**config.mk**
```make
export PLATFORM = sky130hd
export DESIGN_NAME = serial_adder_ctrl_flat
export DESIGN_NICKNAME = d
export VERILOG_FILES = /design/src/rtl/serial_adder_pkg.sv /design/src/rtl/serial_adder_if.sv /design/src/rtl/serial_adder_ctrl_fa.sv /design/src/rtl/serial_adder_ctrl.sv /design/src/flat_wrapper.sv
export SDC_FILE = /design/constraint.sdc
export NUM_CORES = 1
export LEC_CHECK = 0
export ABC_CLOCK_PERIOD_IN_PS = 1500
export CAP_MARGIN = 30
export CORE_MARGIN = 1.5
export CORE_UTILIZATION = 25
export CTS_CLUSTER_SIZE = 14
export DETAILED_ROUTE_END_ITERATION = 10
export GPL_ROUTABILITY_DRIVEN = 0
export RECOVER_POWER = 50
export SLEW_MARGIN = 15
export SYNTH_ARGS = -nofsm -noshare
export SYNTH_HDL_FRONTEND = slang
export SYNTH_SLANG_ARGS = --single-unit
```
**constraint.sdc**
```tcl
create_clock -name clk -period 1.5 [get_ports clk]
set_input_delay 0.15 -clock clk [delete_from_list [all_inputs] [get_ports clk]]
set_output_delay 0.15 -clock clk [all_outputs]
set_load 0.03 [all_outputs]
```
**src/rtl/serial_adder_pkg.sv**
```systemverilog
// Shared constants for the bit-serial adder: default operand width and FSM state encoding.
package serial_adder_pkg;

    localparam int SA_WIDTH = 8;

    typedef enum logic [1:0] {
        ST_IDLE  = 2'd0,
        ST_SHIFT = 2'd1,
        ST_DONE  = 2'd2
    } state_t;

endpackage

```
**src/rtl/serial_adder_if.sv**
```systemverilog
// Operand/result handshake bundle between the upstream source (master) and the adder (slave).
// Optional signed-overflow flag is present only when SERIAL_ADD_OVF_EN is defined.
interface serial_adder_if
    import serial_adder_pkg::*;
#(
    parameter int WIDTH = SA_WIDTH
);
    logic             start;
    logic [WIDTH-1:0] a;
    logic [WIDTH-1:0] b;
    logic             cin;
    logic             busy;
    logic             done;
    logic [WIDTH-1:0] sum;
    logic             cout;
`ifdef SERIAL_ADD_OVF_EN
    logic             ovf;

    modport master (output start, a, b, cin, input busy, done, sum, cout, ovf);
    modport slave  (input start, a, b, cin, output busy, done, sum, cout, ovf);
`else
    modport master (output start, a, b, cin, input busy, done, sum, cout);
    modport slave  (input start, a, b, cin, output busy, done, sum, cout);
`endif

endinterface

```
**src/rtl/serial_adder_ctrl_fa.sv**
```systemverilog
// Combinational single-bit full-adder cell (sum and majority carry) used by the serial adder.
module serial_fa_bit (
    input  logic a,
    input  logic b,
    input  logic ci,
    output logic s,
    output logic co
);

    assign s  = a ^ b ^ ci;
    assign co = (a & b) | (a & ci) | (b & ci);

endmodule

```
**src/rtl/serial_adder_ctrl.sv**
```systemverilog
// Bit-serial adder: captures two operands, adds one bit per clock LSB-first, and holds the result.
// Build option SERIAL_ADD_OVF_EN adds a registered two's-complement overflow flag.
module serial_adder_ctrl
    import serial_adder_pkg::*;
#(
    parameter int WIDTH = SA_WIDTH
) (
    input logic           clk,
    input logic           rst,
    serial_adder_if.slave bus
);

    localparam int CNT_W = (WIDTH > 1) ? $clog2(WIDTH) : 1;
    localparam logic [CNT_W-1:0] LAST_BIT = CNT_W'(WIDTH - 1);

    state_t           state_r;
    logic [WIDTH-1:0] a_sh_r;
    logic [WIDTH-1:0] b_sh_r;
    logic [WIDTH-1:0] s_sh_r;
    logic             carry_r;
    logic [CNT_W-1:0] cnt_r;
    logic             busy_r;
    logic             done_r;
    logic [WIDTH-1:0] sum_r;
    logic             cout_r;
    logic             s_bit_s;
    logic             co_bit_s;
    logic [WIDTH-1:0] s_next_s;

    serial_fa_bit u_fa (
        .a  (a_sh_r[0]),
        .b  (b_sh_r[0]),
        .ci (carry_r),
        .s  (s_bit_s),
        .co (co_bit_s)
    );

    assign s_next_s = {s_bit_s, s_sh_r[WIDTH-1:1]};

`ifdef SERIAL_ADD_OVF_EN
    logic ovf_r;

    // Signed overflow: carry into the MSB (the live carry on the last bit) differs from carry out.
    always_ff @(posedge clk) begin
        if (rst) begin
            ovf_r <= 1'b0;
        end else if (state_r == ST_SHIFT && cnt_r == LAST_BIT) begin
            ovf_r <= carry_r ^ co_bit_s;
        end else begin
            ovf_r <= ovf_r;
        end
    end

    assign bus.ovf = ovf_r;
`endif

    // Control FSM with operand/sum shift registers, bit counter and held result registers.
    always_ff @(posedge clk) begin
        if (rst) begin
            state_r <= ST_IDLE;
            a_sh_r  <= '0;
            b_sh_r  <= '0;
            s_sh_r  <= '0;
            carry_r <= 1'b0;
            cnt_r   <= '0;
            busy_r  <= 1'b0;
            done_r  <= 1'b0;
            sum_r   <= '0;
            cout_r  <= 1'b0;
        end else begin
            done_r <= 1'b0;
            case (state_r)
                ST_IDLE: begin
                    if (bus.start) begin
                        a_sh_r  <= bus.a;
                        b_sh_r  <= bus.b;
                        carry_r <= bus.cin;
                        cnt_r   <= '0;
                        busy_r  <= 1'b1;
                        state_r <= ST_SHIFT;
                    end else begin
                        state_r <= ST_IDLE;
                    end
                end
                ST_SHIFT: begin
                    s_sh_r  <= s_next_s;
                    carry_r <= co_bit_s;
                    a_sh_r  <= {1'b0, a_sh_r[WIDTH-1:1]};
                    b_sh_r  <= {1'b0, b_sh_r[WIDTH-1:1]};
                    cnt_r   <= cnt_r + CNT_W'(1);
                    if (cnt_r == LAST_BIT) begin
                        sum_r   <= s_next_s;
                        cout_r  <= co_bit_s;
                        done_r  <= 1'b1;
                        state_r <= ST_DONE;
                    end else begin
                        state_r <= ST_SHIFT;
                    end
                end
                ST_DONE: begin
                    busy_r  <= 1'b0;
                    state_r <= ST_IDLE;
                end
                default: begin
                    busy_r  <= 1'b0;
                    state_r <= ST_IDLE;
                end
            endcase
        end
    end

    assign bus.busy = busy_r;
    assign bus.done = done_r;
    assign bus.sum  = sum_r;
    assign bus.cout = cout_r;

endmodule

```
**src/flat_wrapper.sv**
```systemverilog
// flat-port wrapper written by rule: the top's interface ports become plain ports
module serial_adder_ctrl_flat import serial_adder_pkg::*;
#(
    parameter int WIDTH = SA_WIDTH
)
  (clk, rst, bus_start, bus_a, bus_b, bus_cin, bus_busy, bus_done, bus_sum, bus_cout);
  serial_adder_if #(.WIDTH(WIDTH)) bus_i ();
  input logic clk;
  input logic rst;
  input wire logic [$bits(bus_i.start)-1:0] bus_start;
  input wire logic [$bits(bus_i.a)-1:0] bus_a;
  input wire logic [$bits(bus_i.b)-1:0] bus_b;
  input wire logic [$bits(bus_i.cin)-1:0] bus_cin;
  output wire logic [$bits(bus_i.busy)-1:0] bus_busy;
  output wire logic [$bits(bus_i.done)-1:0] bus_done;
  output wire logic [$bits(bus_i.sum)-1:0] bus_sum;
  output wire logic [$bits(bus_i.cout)-1:0] bus_cout;
  assign bus_i.start = bus_start;
  assign bus_i.a = bus_a;
  assign bus_i.b = bus_b;
  assign bus_i.cin = bus_cin;
  assign bus_busy = bus_i.busy;
  assign bus_done = bus_i.done;
  assign bus_sum = bus_i.sum;
  assign bus_cout = bus_i.cout;
  serial_adder_ctrl #(.WIDTH(WIDTH)) u_core (.clk(clk), .rst(rst), .bus(bus_i));
endmodule
```
==> impl_summary.txt, run 1 <==
----------------------------------------------------
[Synthesis]
  Portion of synthesized cell area occupied by the leading cell type ... 0.473
  Post-synth cell types ... 23
  Mapped cell area ... 0.00169 mm²
  Synthesis-stage register bit count ... 40
  Fraction of the yosys area taken by sequential cells ... 0.473
  Cell taking the most area after synthesis ... sky130_fd_sc_hd__dfxtp_1
  Biggest area contributors in the synthesized netlist ... sky130_fd_sc_hd__dfxtp_1 (47%), sky130_fd_sc_hd__a211oi_2 (11%), sky130_fd_sc_hd__mux2i_1 (9.5%), sky130_fd_sc_hd__nand2_1 (7.1%), sky130_fd_sc_hd__nor2_1 (5.1%)
  Average size of a mapped cell ... 9.72 µm²
  Syn nets ... 197
  Synthesized instance count ... 174
  Warnings from Yosys ... 0

[Critical path]
  Worst-path fanout max ... 2
  Buffers & Inverters on Critical Path ... 1
  Critical path depth in cells ... 1
  Critical path endpoint ... bus_sum[7]
  Data arrival, critical path ... 1.31 ns
  Beginning of the worst register-to-register path ... u_core.state_r[1]
  Startpoint of the most critical setup path ... u_core.bus.sum[7]
  Critical path data required time ... 1.35 ns
  Cells along the critical path ... clkdlybuf4s50_1
  Kind of cell adding the most delay to the critical path ... buffers and inverters
  Cells on worst reg2reg path ... 4
  WS Path Type ... flip-flop to primary output
  Cell with the largest stage delay on the worst path ... sky130_fd_sc_hd__clkdlybuf4s50_1
  Minimum setup slack among reg-to-reg paths ... 0.12 ns
  Reg2reg end ... u_core.carry_r
  Endpoint type of the worst setup path ... primary output
  CP Launch Type ... flip-flop
  Max stage delay on crit path ... 0.67 ns

[Clock network]
  Worst-Skew Late Latency ... 0.30 ns
  Total CTS buffers ... 5
  Clock slew at the register clock pins of the worst setup and hold paths ... 0.08 ns
  Deepest clock path buffer count ... 2
  Clock H-tree levels ... 2
  CTS tree ... built
  Sinks on the clock net ... 40
  Root Driver ... sky130_fd_sc_hd__clkbuf_8

[Global route]
  First-pass GRT wire length ... 5.60 mm
  Pin count of the biggest net entering global routing ... 31
  Antenna violations before repair ... 0
  Global-route usage over all layers ... 0.0975
  Via count of the first global-routing pass ... 1,232
  Remaining Overflow, GRT ... 0

[Power and ir drop]
  Total chip power ... 0.00219 W
  Pwr per Cell Area ... 1030 mW/mm²
  Highest ir drop seen on vdd ... 0.336 mV
  Leakage ... 0.755 nW

[Drt]
  Remaining design rule violation count ... 2
  DR vias ... 1,265
  Detailed-route wire length per cell ... 11.6 µm
  Total wirelength of the detailed-routed design ... 3.30 mm
  Initial DRC Count ... 84
  DR vias/cell ... 4.45
  Number of nets with antenna violations after routing ... 0
  First-pass iteration count of the detailed router ... 7

[Job]
  MaxCap Viol Count ... 0

[Timing]
  Total negative setup slack ... 0 ns
  Count of final hold-check violations ... 0
  Min Clock Period, post-route ... 1.46 ns
  Post-Route Skew ... 0.00779 ns
  Maximum frequency from static timing analysis ... 0.686 GHz
  Number of failing setup endpoints in the final timing report ... 0
  Slew at the pin closest to its max-slew limit ... 0.409 ns
  Relative slew slack ... 0.727
  Crit share post-route ... 0.972
  Pins Over Slew Limit ... 0
  Unrepaired setup endpoints after global routing ... no

[Die]
  Number of top-level pins ... 31
  Area of the die ... 0.00727 mm²
  Floorplan Core Area ... 0.00646 mm²
  Starting Density ... 0.262
  Rows ... 29
  Die Width ... 85.3 µm
  Die H ... 85.3 µm

[Placed design]
  Number of buffers added on ports ... 30
  DP Wirelength ... 2.26 mm

[Run status]
  Failing checks ... design-rule violations
  Run status ... complete, but fails checks

[Finish]
  Layout cell share with drive strength beyond 1 ... 0.145
  Most common cell after layout, fill and taps aside ... sky130_fd_sc_hd__dfxtp_1
  Synthesis-to-finish area growth ... 25.2%
  Highest-count cells in the layout ignoring fill and taps ... sky130_fd_sc_hd__dfxtp_1 (40), sky130_fd_sc_hd__nand2_1 (32), sky130_fd_sc_hd__clkdlybuf4s50_1 (27)
  Nets@finish ... 229
  Antenna cells ... 0

[Worst hold path]
  Hold/Removal Path Class ... input port to flip-flop

----------------------------------------------------
stage by stage:
stage	instance area (µm²)	instances	utilization	setup WS [ns]	hold WS [ns]
finish	2120	284	0.328	0.0420	0.222
global route	2120	284	0.328	0.00123	0.260
global placement	2060	275	0.318	0.0876	0.444
CTS	2150	283	0.332	0.0198	0.234
detailed placement	2060	275	0.318	0.0734	0.449
floorplan	1690	174	-	0.254	0.298
where the power goes:
| part | internal (W) | total [W] | switching (W) |
|---|---|---|---|
| combinational | 0.000146 | 0.000293 | 0.000147 |
| clock | 0.000375 | 0.000747 | 0.000372 |
| sequential | 0.00111 | 0.00115 | 0.0000319 |
| total | 0.00164 | 0.00219 | 0.000551 |
what timing repair did:
item / CTS / global route
setup endpoints to repair: 0 / 11
setup buffers: 0 / 1
resized for setup: 0 / 3
hold buffers: 0 / 0
flip-flops by register name (all words and copies together), names as in the netlist:
register / flops
u_core.carry_r: 1
u_core.s_sh_r: 7
u_core.bus.busy: 1
u_core.b_sh_r: 8
u_core.bus.done: 1
u_core.state_r: 2
u_core.cnt_r: 3
u_core.bus.cout: 1
u_core.a_sh_r: 8
u_core.bus.sum: 8
worst min path at each step:
stage	depth (start not counted)	start	slack, ns	end
2_1_floorplan	2	bus_a[7]	0.30	u_core.a_sh_r[7]
3_3_place_gp	2	u_core.bus.sum[2]	0.44	u_core.bus.sum[2]
4_1_cts	2	rst	0.23	u_core.cnt_r[2]
6_report	2	rst	0.22	u_core.cnt_r[2]
5_1_grt	2	rst	0.26	u_core.cnt_r[1]
3_5_place_dp	2	u_core.bus.sum[5]	0.45	u_core.bus.sum[5]
per-layer routing:
metal  vias up  GRT usage  wire length [µm]
met5         -          0                 0
met4         0     0.0396                49
met3         5     0.0302               153
met2        25      0.159              1530
met1       578      0.119              1570
li1        657          -                 -
Yosys cell counts:
| cell | number |
|---|---|
| sky130_fd_sc_hd__dfxtp_1 | 40 |
| sky130_fd_sc_hd__nand2_1 | 32 |
| sky130_fd_sc_hd__nor2_1 | 23 |
| sky130_fd_sc_hd__a21oi_1 | 17 |
| sky130_fd_sc_hd__mux2i_1 | 16 |
| sky130_fd_sc_hd__a211oi_2 | 15 |
| sky130_fd_sc_hd__a22oi_1 | 4 |
| sky130_fd_sc_hd__buf_6 | 4 |
| sky130_fd_sc_hd__buf_4 | 3 |
| sky130_fd_sc_hd__clkbuf_1 | 3 |
| sky130_fd_sc_hd__buf_2 | 2 |
| sky130_fd_sc_hd__ha_1 | 2 |
| sky130_fd_sc_hd__nor2b_1 | 2 |
| sky130_fd_sc_hd__nor3_1 | 2 |
| sky130_fd_sc_hd__and3b_1 | 1 |
| sky130_fd_sc_hd__buf_1 | 1 |
| sky130_fd_sc_hd__fa_1 | 1 |
| sky130_fd_sc_hd__inv_1 | 1 |
| sky130_fd_sc_hd__nand2b_1 | 1 |
| sky130_fd_sc_hd__nand3b_1 | 1 |
| sky130_fd_sc_hd__nor3b_1 | 1 |
| sky130_fd_sc_hd__o21ba_4 | 1 |
| sky130_fd_sc_hd__o21bai_2 | 1 |
area by class of cell:
| type | count | area [µm²] |
|---|---|---|
| flip-flops and latches | 40 | 801 |
| repair buffers | 38 | 335 |
| multi-input cells | 120 | 792 |
| inverters | 1 | 3.75 |
| fillers | 711 | 4340 |
| clock buffers | 8 | 90.1 |
| well taps | 77 | 96.3 |
cell families (layout without fill, tap and decap cells):
group / count (synthesis) / count (layout) / synth area share
compound gates: 38 / 38 / 0.195
buf+inv: 14 / 47 / 0.0569
flops: 40 / 40 / 0.473
mux: 16 / 16 / 0.0947
fa+ha+maj: 3 / 3 / 0.0266
simple gates: 63 / 63 / 0.153
No activity file was read; power rests on OpenSTA's default activity.
==> run 2: changes to the inputs <==
--- a/config.mk
+++ b/config.mk
@@ -7,8 +7,8 @@
 export LEC_CHECK = 0
 export ABC_CLOCK_PERIOD_IN_PS = 1500
 export CAP_MARGIN = 30
-export CORE_MARGIN = 1.5
 export CORE_UTILIZATION = 25
+export CTS_BUF_LIST = sky130_fd_sc_hd__clkbuf_16
 export CTS_CLUSTER_SIZE = 14
 export DETAILED_ROUTE_END_ITERATION = 10
 export GPL_ROUTABILITY_DRIVEN = 0
==> run 2 against run 1 <==
The run still ends with design-rule violations left. Wire length barely moved. Utilization rose by 0.66 points. Worst setup slack better by 0.016 ns. Combinational power is 3% lower. Total power grew 12%. Clock power is 37% higher. Sequential power about the same. Global-route usage rose by 0.72 points. First-iteration DRC count fell by 27%. Critical path type unchanged. Critical endpoint is now bus_busy. Highest routed layer unchanged.
==> impl_summary.txt, run 2 (synthesis gave the netlist of run 1 again) <==
----------------------------------------------------
[Run status]
  Run status ... complete, but fails checks
  Failing checks ... design-rule violations

[Finish]
  Layout cell share with drive strength beyond 1 ... 0.126 (-0.0193)
  Antenna cells ... 0 (unchanged)
  Highest-count cells in the layout ignoring fill and taps ... sky130_fd_sc_hd__dfxtp_1 (40), sky130_fd_sc_hd__nand2_1 (32), sky130_fd_sc_hd__clkdlybuf4s50_1 (29)
  Most common cell after layout, fill and taps aside ... sky130_fd_sc_hd__dfxtp_1
  Synthesis-to-finish area growth ... 27.7%
  Nets@finish ... 229 (unchanged)
  Post-layout utilization of the core ... 0.335 (+0.00659)
  Cell area after layout ... 0.00216 mm² (+2.0%)

[Clock network]
  Sinks on the clock net ... 40 (unchanged)
  Clock slew at the register clock pins of the worst setup and hold paths ... 0.06 ns (-0.02 ns)
  Clock H-tree levels ... 2 (unchanged)
  Deepest clock path buffer count ... 2 (unchanged)
  Count of cells resized by post-cts repair ... 0 (unchanged)
  Number of hold-repair buffers added at the cts stage ... 0 (unchanged)
  Total CTS buffers ... 5 (unchanged)
  Root Driver ... sky130_fd_sc_hd__clkbuf_16
  CTS tree ... built
  Worst-Skew Late Latency ... 0.28 ns (-0.02 ns)
  Post-CTS Setup Bufs ... 0 (unchanged)

[Die]
  Starting Density ... 0.262 (unchanged)
  Number of top-level pins ... 31 (unchanged)
  Die Width ... 84.3 µm (-1.2%)
  Rows ... 29 (unchanged)
  Area of the die ... 0.00710 mm² (-2.3%)
  Floorplan Core Area ... 0.00646 mm² (unchanged)
  Die H ... 84.3 µm (-1.2%)

[Critical path]
  WS Path Type ... flip-flop to primary output
  Cells along the critical path ... clkdlybuf4s50_1
  Beginning of the worst register-to-register path ... u_core.cnt_r[0]
  Worst-path fanout max ... 2 (unchanged)
  Critical path data required time ... 1.35 ns (about the same)
  Max stage delay on crit path ... 0.67 ns (about the same)
  Cells on worst reg2reg path ... 6 (+2)
  Data arrival, critical path ... 1.29 ns (-0.02 ns)
  Endpoint type of the worst setup path ... primary output
  CP Launch Type ... flip-flop
  Cell with the largest stage delay on the worst path ... sky130_fd_sc_hd__clkdlybuf4s50_1
  Buffers & Inverters on Critical Path ... 1 (unchanged)
  Kind of cell adding the most delay to the critical path ... buffers and inverters
  Minimum setup slack among reg-to-reg paths ... 0.15 ns (+0.03 ns)
  Reg2reg end ... u_core.bus.sum[2]

[Timing]
  Unrepaired setup endpoints after global routing ... no
  Relative slew slack ... 0.704 (-0.0234)
  Final worst hold slack ... 0.291 ns (+0.0690 ns)
  Min Clock Period, post-route ... 1.44 ns (-0.0161 ns)
  Count of final hold-check violations ... 0 (unchanged)
  Final worst-path setup slack ... 0.0581 ns (+0.0161 ns)
  Total negative setup slack ... 0 ns (unchanged)
  Slew at the pin closest to its max-slew limit ... 0.444 ns (+0.0351 ns)
  Pins Over Slew Limit ... 0 (unchanged)
  Crit share post-route ... 0.961 (-0.0108)
  Post-Route Skew ... 0.00285 ns (-0.00494 ns)
  Number of failing setup endpoints in the final timing report ... 0 (unchanged)
  Maximum frequency from static timing analysis ... 0.694 GHz (+1.1%)

[Drt]
  Detailed-route wire length per cell ... 11.6 µm (about the same)
  DR vias ... 1,247 (-1.4%)
  Number of nets with antenna violations after routing ... 0 (unchanged)
  DR vias/cell ... 4.39 (-1.4%)
  First-pass iteration count of the detailed router ... 7 (unchanged)
  Remaining design rule violation count ... 4 (+2)
  Total wirelength of the detailed-routed design ... 3.30 mm (about the same)
  Initial DRC Count ... 61 (-27%)

[Power and ir drop]
  Highest ir drop seen on vdd ... 0.350 mV (+4.1%)
  Pwr per Cell Area ... 1130 mW/mm² (+10%)
  Leakage ... 0.793 nW (+5.1%)

[Worst hold path]
  Start point of the worst hold path ... rst
  Cell depth of the worst min-delay path ... 2 (unchanged)
  Hold/Removal Path Class ... input port to flip-flop
  Hold endpoint ... u_core.cnt_r[2]

[Global route]
  Global-route usage over all layers ... 0.105 (+0.00717)
  Remaining Overflow, GRT ... 0 (unchanged)
  First-pass GRT wire length ... 5.84 mm (+4.3%)
  Via count of the first global-routing pass ... 1,214 (-1.5%)
  Pin count of the biggest net entering global routing ... 31 (unchanged)
  Antenna violations before repair ... 0 (unchanged)

[Placed design]
  Number of buffers added on ports ... 30 (unchanged)
  Placed inst area ... 0.00208 mm² (+0.97%)
  DP Wirelength ... 2.27 mm (+0.64%)
  Pre-CTS setup slack ... 0.128 ns (+0.0550 ns)

[Job]
  MaxCap Viol Count ... 0 (unchanged)

----------------------------------------------------
[run 2: cell type report]
type                            count  area (µm²)
Fill cell                         681        4300
Sequential cell                    40         801
Multi-Input combinational cell    120         758
Timing Repair Buffer               38         363
Clock buffer                        5         125
Tap cell                           77        96.3
Clock inverter                      3        13.8
Inverter                            1        3.75
[run 2: worst max path at each step]
stage          slack [ns]         startpoint                 to  depth (start not counted)
2_1_floorplan        0.25    u_core.cnt_r[0]  u_core.bus.sum[0]                          6
3_3_place_gp         0.13    u_core.cnt_r[0]  u_core.bus.sum[0]                          5
3_5_place_dp         0.13    u_core.cnt_r[0]  u_core.bus.sum[7]                          5
4_1_cts              0.04  u_core.bus.sum[2]         bus_sum[2]                          1
5_1_grt             0.004    u_core.bus.cout           bus_cout                          1
6_report             0.06    u_core.bus.busy           bus_busy                          1
[run 2: per-layer routing]
layer,share of wire,up-vias,GRT usage
met5,0,-,0
met4,0.020,0,0.0517
met3,0.041,6,0.0305
met2,0.41,23,0.154
met1,0.53,555,0.139
li1,-,663,-
[run 2: stage by stage]
step	instances	total power (W)
3_5_place_dp	276	0.00148
6_report	284	0.00245
5_1_grt	284	0.00256
2_1_floorplan	174	0.00138
3_3_place_gp	276	0.00148
4_1_cts	284	0.00251
[run 2: worst register-to-register path, stage by stage (launching register included)]
cell	delay, ns
sky130_fd_sc_hd__dfxtp_1	0.32
sky130_fd_sc_hd__ha_1	0.20
sky130_fd_sc_hd__ha_1	0.20
sky130_fd_sc_hd__nand3b_1	0.08
sky130_fd_sc_hd__clkbuf_2	0.25
sky130_fd_sc_hd__nand2_1	0.08
sky130_fd_sc_hd__a21oi_1	0.15
[run 2: power by group]
| group | internal [W] | switching [W] |
|---|---|---|
| registers | 0.00112 | 0.0000323 |
| clock network | 0.000604 | 0.000415 |
| logic | 0.000144 | 0.000141 |
==> run 3: changes to the inputs <==
--- a/config.mk
+++ b/config.mk
@@ -9,10 +9,12 @@
 export CAP_MARGIN = 30
 export CORE_UTILIZATION = 25
 export CTS_BUF_LIST = sky130_fd_sc_hd__clkbuf_16
+export CTS_CLUSTER_DIAMETER = 60
 export CTS_CLUSTER_SIZE = 14
 export DETAILED_ROUTE_END_ITERATION = 10
 export GPL_ROUTABILITY_DRIVEN = 0
 export RECOVER_POWER = 50
+export SETUP_SLACK_MARGIN = 0.5
 export SLEW_MARGIN = 15
 export SYNTH_ARGS = -nofsm -noshare
 export SYNTH_HDL_FRONTEND = slang
==> run 3 against run 2 <==
The run still ends with design-rule violations left. Cell count increased by 8.1%. Final area increased by 24%. Flip-flop and latch count unchanged. Via count increased by 12%. Worst setup slack improved by 0.19 ns. First-iteration DRC count increased by 9.8%. Critical path depth increased by 3. Clock power about the same. Sequential power about the same. Largest cell class is now multi-input combinational cells.
==> impl_summary.txt, run 3 (synthesis gave the netlist of run 1 again) <==
----------------------------------------------------
[Timing]
  Maximum frequency from static timing analysis ... 0.799 GHz (+15%)
  Count of final hold-check violations ... 0 (unchanged)
  Crit share post-route ... 0.835 (-0.127)
  Slew at the pin closest to its max-slew limit ... 0.401 ns (-0.0431 ns)
  Total negative setup slack ... 0 ns (unchanged)
  Final worst hold slack ... 0.266 ns (-0.0243 ns)
  Relative slew slack ... 0.733 (+0.0288)
  Unrepaired setup endpoints after global routing ... yes
  Number of failing setup endpoints in the final timing report ... 0 (unchanged)
  Pins Over Slew Limit ... 0 (unchanged)
  Min Clock Period, post-route ... 1.25 ns (-0.190 ns)
  Post-Route Skew ... 0.00425 ns (+0.00140 ns)
  Final worst-path setup slack ... 0.248 ns (+0.190 ns)

[Run status]
  Failing checks ... design-rule violations
  Run status ... complete, but fails checks

[Finish]
  Layout cell share with drive strength beyond 1 ... 0.391 (+0.266)
  Most common cell after layout, fill and taps aside ... sky130_fd_sc_hd__dfxtp_1
  Nets@finish ... 252 (+10%)
  Synthesis-to-finish area growth ... 58.1%
  Highest-count cells in the layout ignoring fill and taps ... sky130_fd_sc_hd__dfxtp_1 (35), sky130_fd_sc_hd__nand2_1 (29), sky130_fd_sc_hd__clkdlybuf4s50_1 (17)
  # fillers ... 641 (-5.9%)
  Antenna cells ... 0 (unchanged)
  Cell area after layout ... 0.00267 mm² (+24%)

[Power and ir drop]
  Total chip power ... 0.00266 W (+8.5%)
  Leakage ... 0.958 nW (+21%)
  Pwr per Cell Area ... 995 mW/mm² (-12%)
  Highest ir drop seen on vdd ... 0.437 mV (+25%)

[Drt]
  DR vias/cell ... 4.56 (+3.9%)
  First-pass iteration count of the detailed router ... 7 (unchanged)
  Highest metal layer with signal wires ... met4
  Detailed-route wire length per cell ... 12.9 µm (+11%)
  Wire length on met3 ... 187 µm (+40%)
  Total wirelength of the detailed-routed design ... 3.95 mm (+20%)
  DR vias ... 1,400 (+12%)
  Metal2 WL ... 1.78 mm (+32%)
  Remaining design rule violation count ... 8 (+4)
  Initial DRC Count ... 67 (+9.8%)
  Length of routed wiring on met1 ... 1.93 mm (+9.9%)
  Number of nets with antenna violations after routing ... 0 (unchanged)

[Clock network]
  Worst-Skew Late Latency ... 0.28 ns (about the same)
  CTS tree ... built
  Number of hold-repair buffers added at the cts stage ... 0 (unchanged)
  Clock H-tree levels ... 2 (unchanged)
  Clock slew at the register clock pins of the worst setup and hold paths ... 0.06 ns (about the same)
  Deepest clock path buffer count ... 2 (unchanged)
  Total CTS buffers ... 5 (unchanged)
  Sinks on the clock net ... 40 (unchanged)
  Root Driver ... sky130_fd_sc_hd__clkbuf_16

[Critical path]
  Endpoint type of the worst setup path ... flip-flop
  Cells on worst reg2reg path ... 4 (-2)
  Data arrival, critical path ... 1.45 ns (+0.16 ns)
  Startpoint of the most critical setup path ... u_core.state_r[1]
  CP Launch Type ... flip-flop
  Reg2reg end ... u_core.b_sh_r[1]
  Worst-path fanout max ... 5 (+3)
  Critical path data required time ... 1.70 ns (+0.35 ns)
  Critical path endpoint ... u_core.b_sh_r[1]
  WS Path Type ... flip-flop to flip-flop
  Beginning of the worst register-to-register path ... u_core.state_r[1]
  Minimum setup slack among reg-to-reg paths ... 0.25 ns (+0.10 ns)

[Placed design]
  DP Wirelength ... 2.30 mm (+1.1%)
  Pre-CTS setup slack ... 0.0863 ns (-0.0421 ns)
  Number of buffers added on ports ... 30 (unchanged)
  Placed inst area ... 0.00221 mm² (+6.5%)

[Die]
  Area of the die ... 0.00710 mm² (unchanged)
  Rows ... 29 (unchanged)
  Number of top-level pins ... 31 (unchanged)
  Floorplan Core Area ... 0.00646 mm² (unchanged)
  Starting Density ... 0.262 (unchanged)
  Die Width ... 84.3 µm (unchanged)
  Die H ... 84.3 µm (unchanged)

[Job]
  MaxCap Viol Count ... 0 (unchanged)

[Global route]
  Global-route usage over all layers ... 0.120 (+0.0151)
  Antenna violations before repair ... 0 (unchanged)
  First-pass GRT wire length ... 6.67 mm (+14%)
  Pin count of the biggest net entering global routing ... 23 (-26%)
  Remaining Overflow, GRT ... 0 (unchanged)
  Via count of the first global-routing pass ... 1,391 (+15%)

[Worst hold path]
  Hold/Removal Path Class ... input port to flip-flop

----------------------------------------------------
## run 3: cell types whose count changed in the layout (fill, tap and decap cells not counted), moves of 6 or more
cell / before / now
sky130_fd_sc_hd__a211oi_1: 6 / 0
sky130_fd_sc_hd__a211oi_2: 9 / 15
sky130_fd_sc_hd__buf_6: 0 / 12
sky130_fd_sc_hd__clkbuf_1: 0 / 12
sky130_fd_sc_hd__clkdlybuf4s50_1: 29 / 17
sky130_fd_sc_hd__nor2_1: 23 / 9
sky130_fd_sc_hd__nor2_4: 0 / 11
## run 3: metal layers
metal	track usage	vias to the layer above
met3	0.0374	6
met1	0.154	654
met2	0.187	25
met5	0	-
li1	-	715
met4	0.0470	0
## run 3: stage by stage
step | std cells | utilization
2_1_floorplan | 174 | -
3_3_place_gp | 276 | 0.342
3_5_place_dp | 276 | 0.342
4_1_cts | 306 | 0.403
5_1_grt | 307 | 0.414
6_report | 307 | 0.414
## run 3: power by group
| group | internal, W | total, W | leakage [nW] | switching [W] |
|---|---|---|---|---|
| Clock | 0.000603 | 0.00101 | 0.0710 | 0.000405 |
| Combinational | 0.000277 | 0.000481 | 0.557 | 0.000203 |
| Sequential | 0.00112 | 0.00117 | 0.330 | 0.0000569 |
| Total | 0.00200 | 0.00266 | 0.958 | 0.000665 |
## run 3: worst min-delay path by stage
stage | startpoint | endpoint | cells after the start
6_report | rst | u_core.state_r[1] | 2
4_1_cts | rst | u_core.state_r[1] | 2
3_3_place_gp | u_core.bus.sum[7] | u_core.bus.sum[7] | 2
2_1_floorplan | bus_a[7] | u_core.a_sh_r[7] | 2
3_5_place_dp | u_core.bus.sum[3] | u_core.bus.sum[3] | 2
5_1_grt | rst | u_core.state_r[1] | 2
## run 3: what timing repair did
action                                  4_1_cts  5_1_grt
resized for setup                            83       26
pin swaps                                    11       17
gates cloned                                  5        1
buffers inserted                             17        0
endpoints found under the setup margin       51       41
## run 3: cell type report
cell class,instances,area (µm²),area share
timing repair buffer,59,596,0.223
tap,77,96.3,0.0360
clock buffer,5,125,0.0468
sequential,40,812,0.304
multi-input combinational,122,1030,0.384
clock inverter,3,13.8,0.00515
inverter,1,3.75,0.00140
## run 3: worst max-delay path, stage by stage, from the launching register on
cell and delay [ns]:
sky130_fd_sc_hd__dfxtp_4 0.36, sky130_fd_sc_hd__o21ba_1 0.39, sky130_fd_sc_hd__buf_12 0.17, sky130_fd_sc_hd__nor2_2 0.04
sky130_fd_sc_hd__a211oi_2 0.20
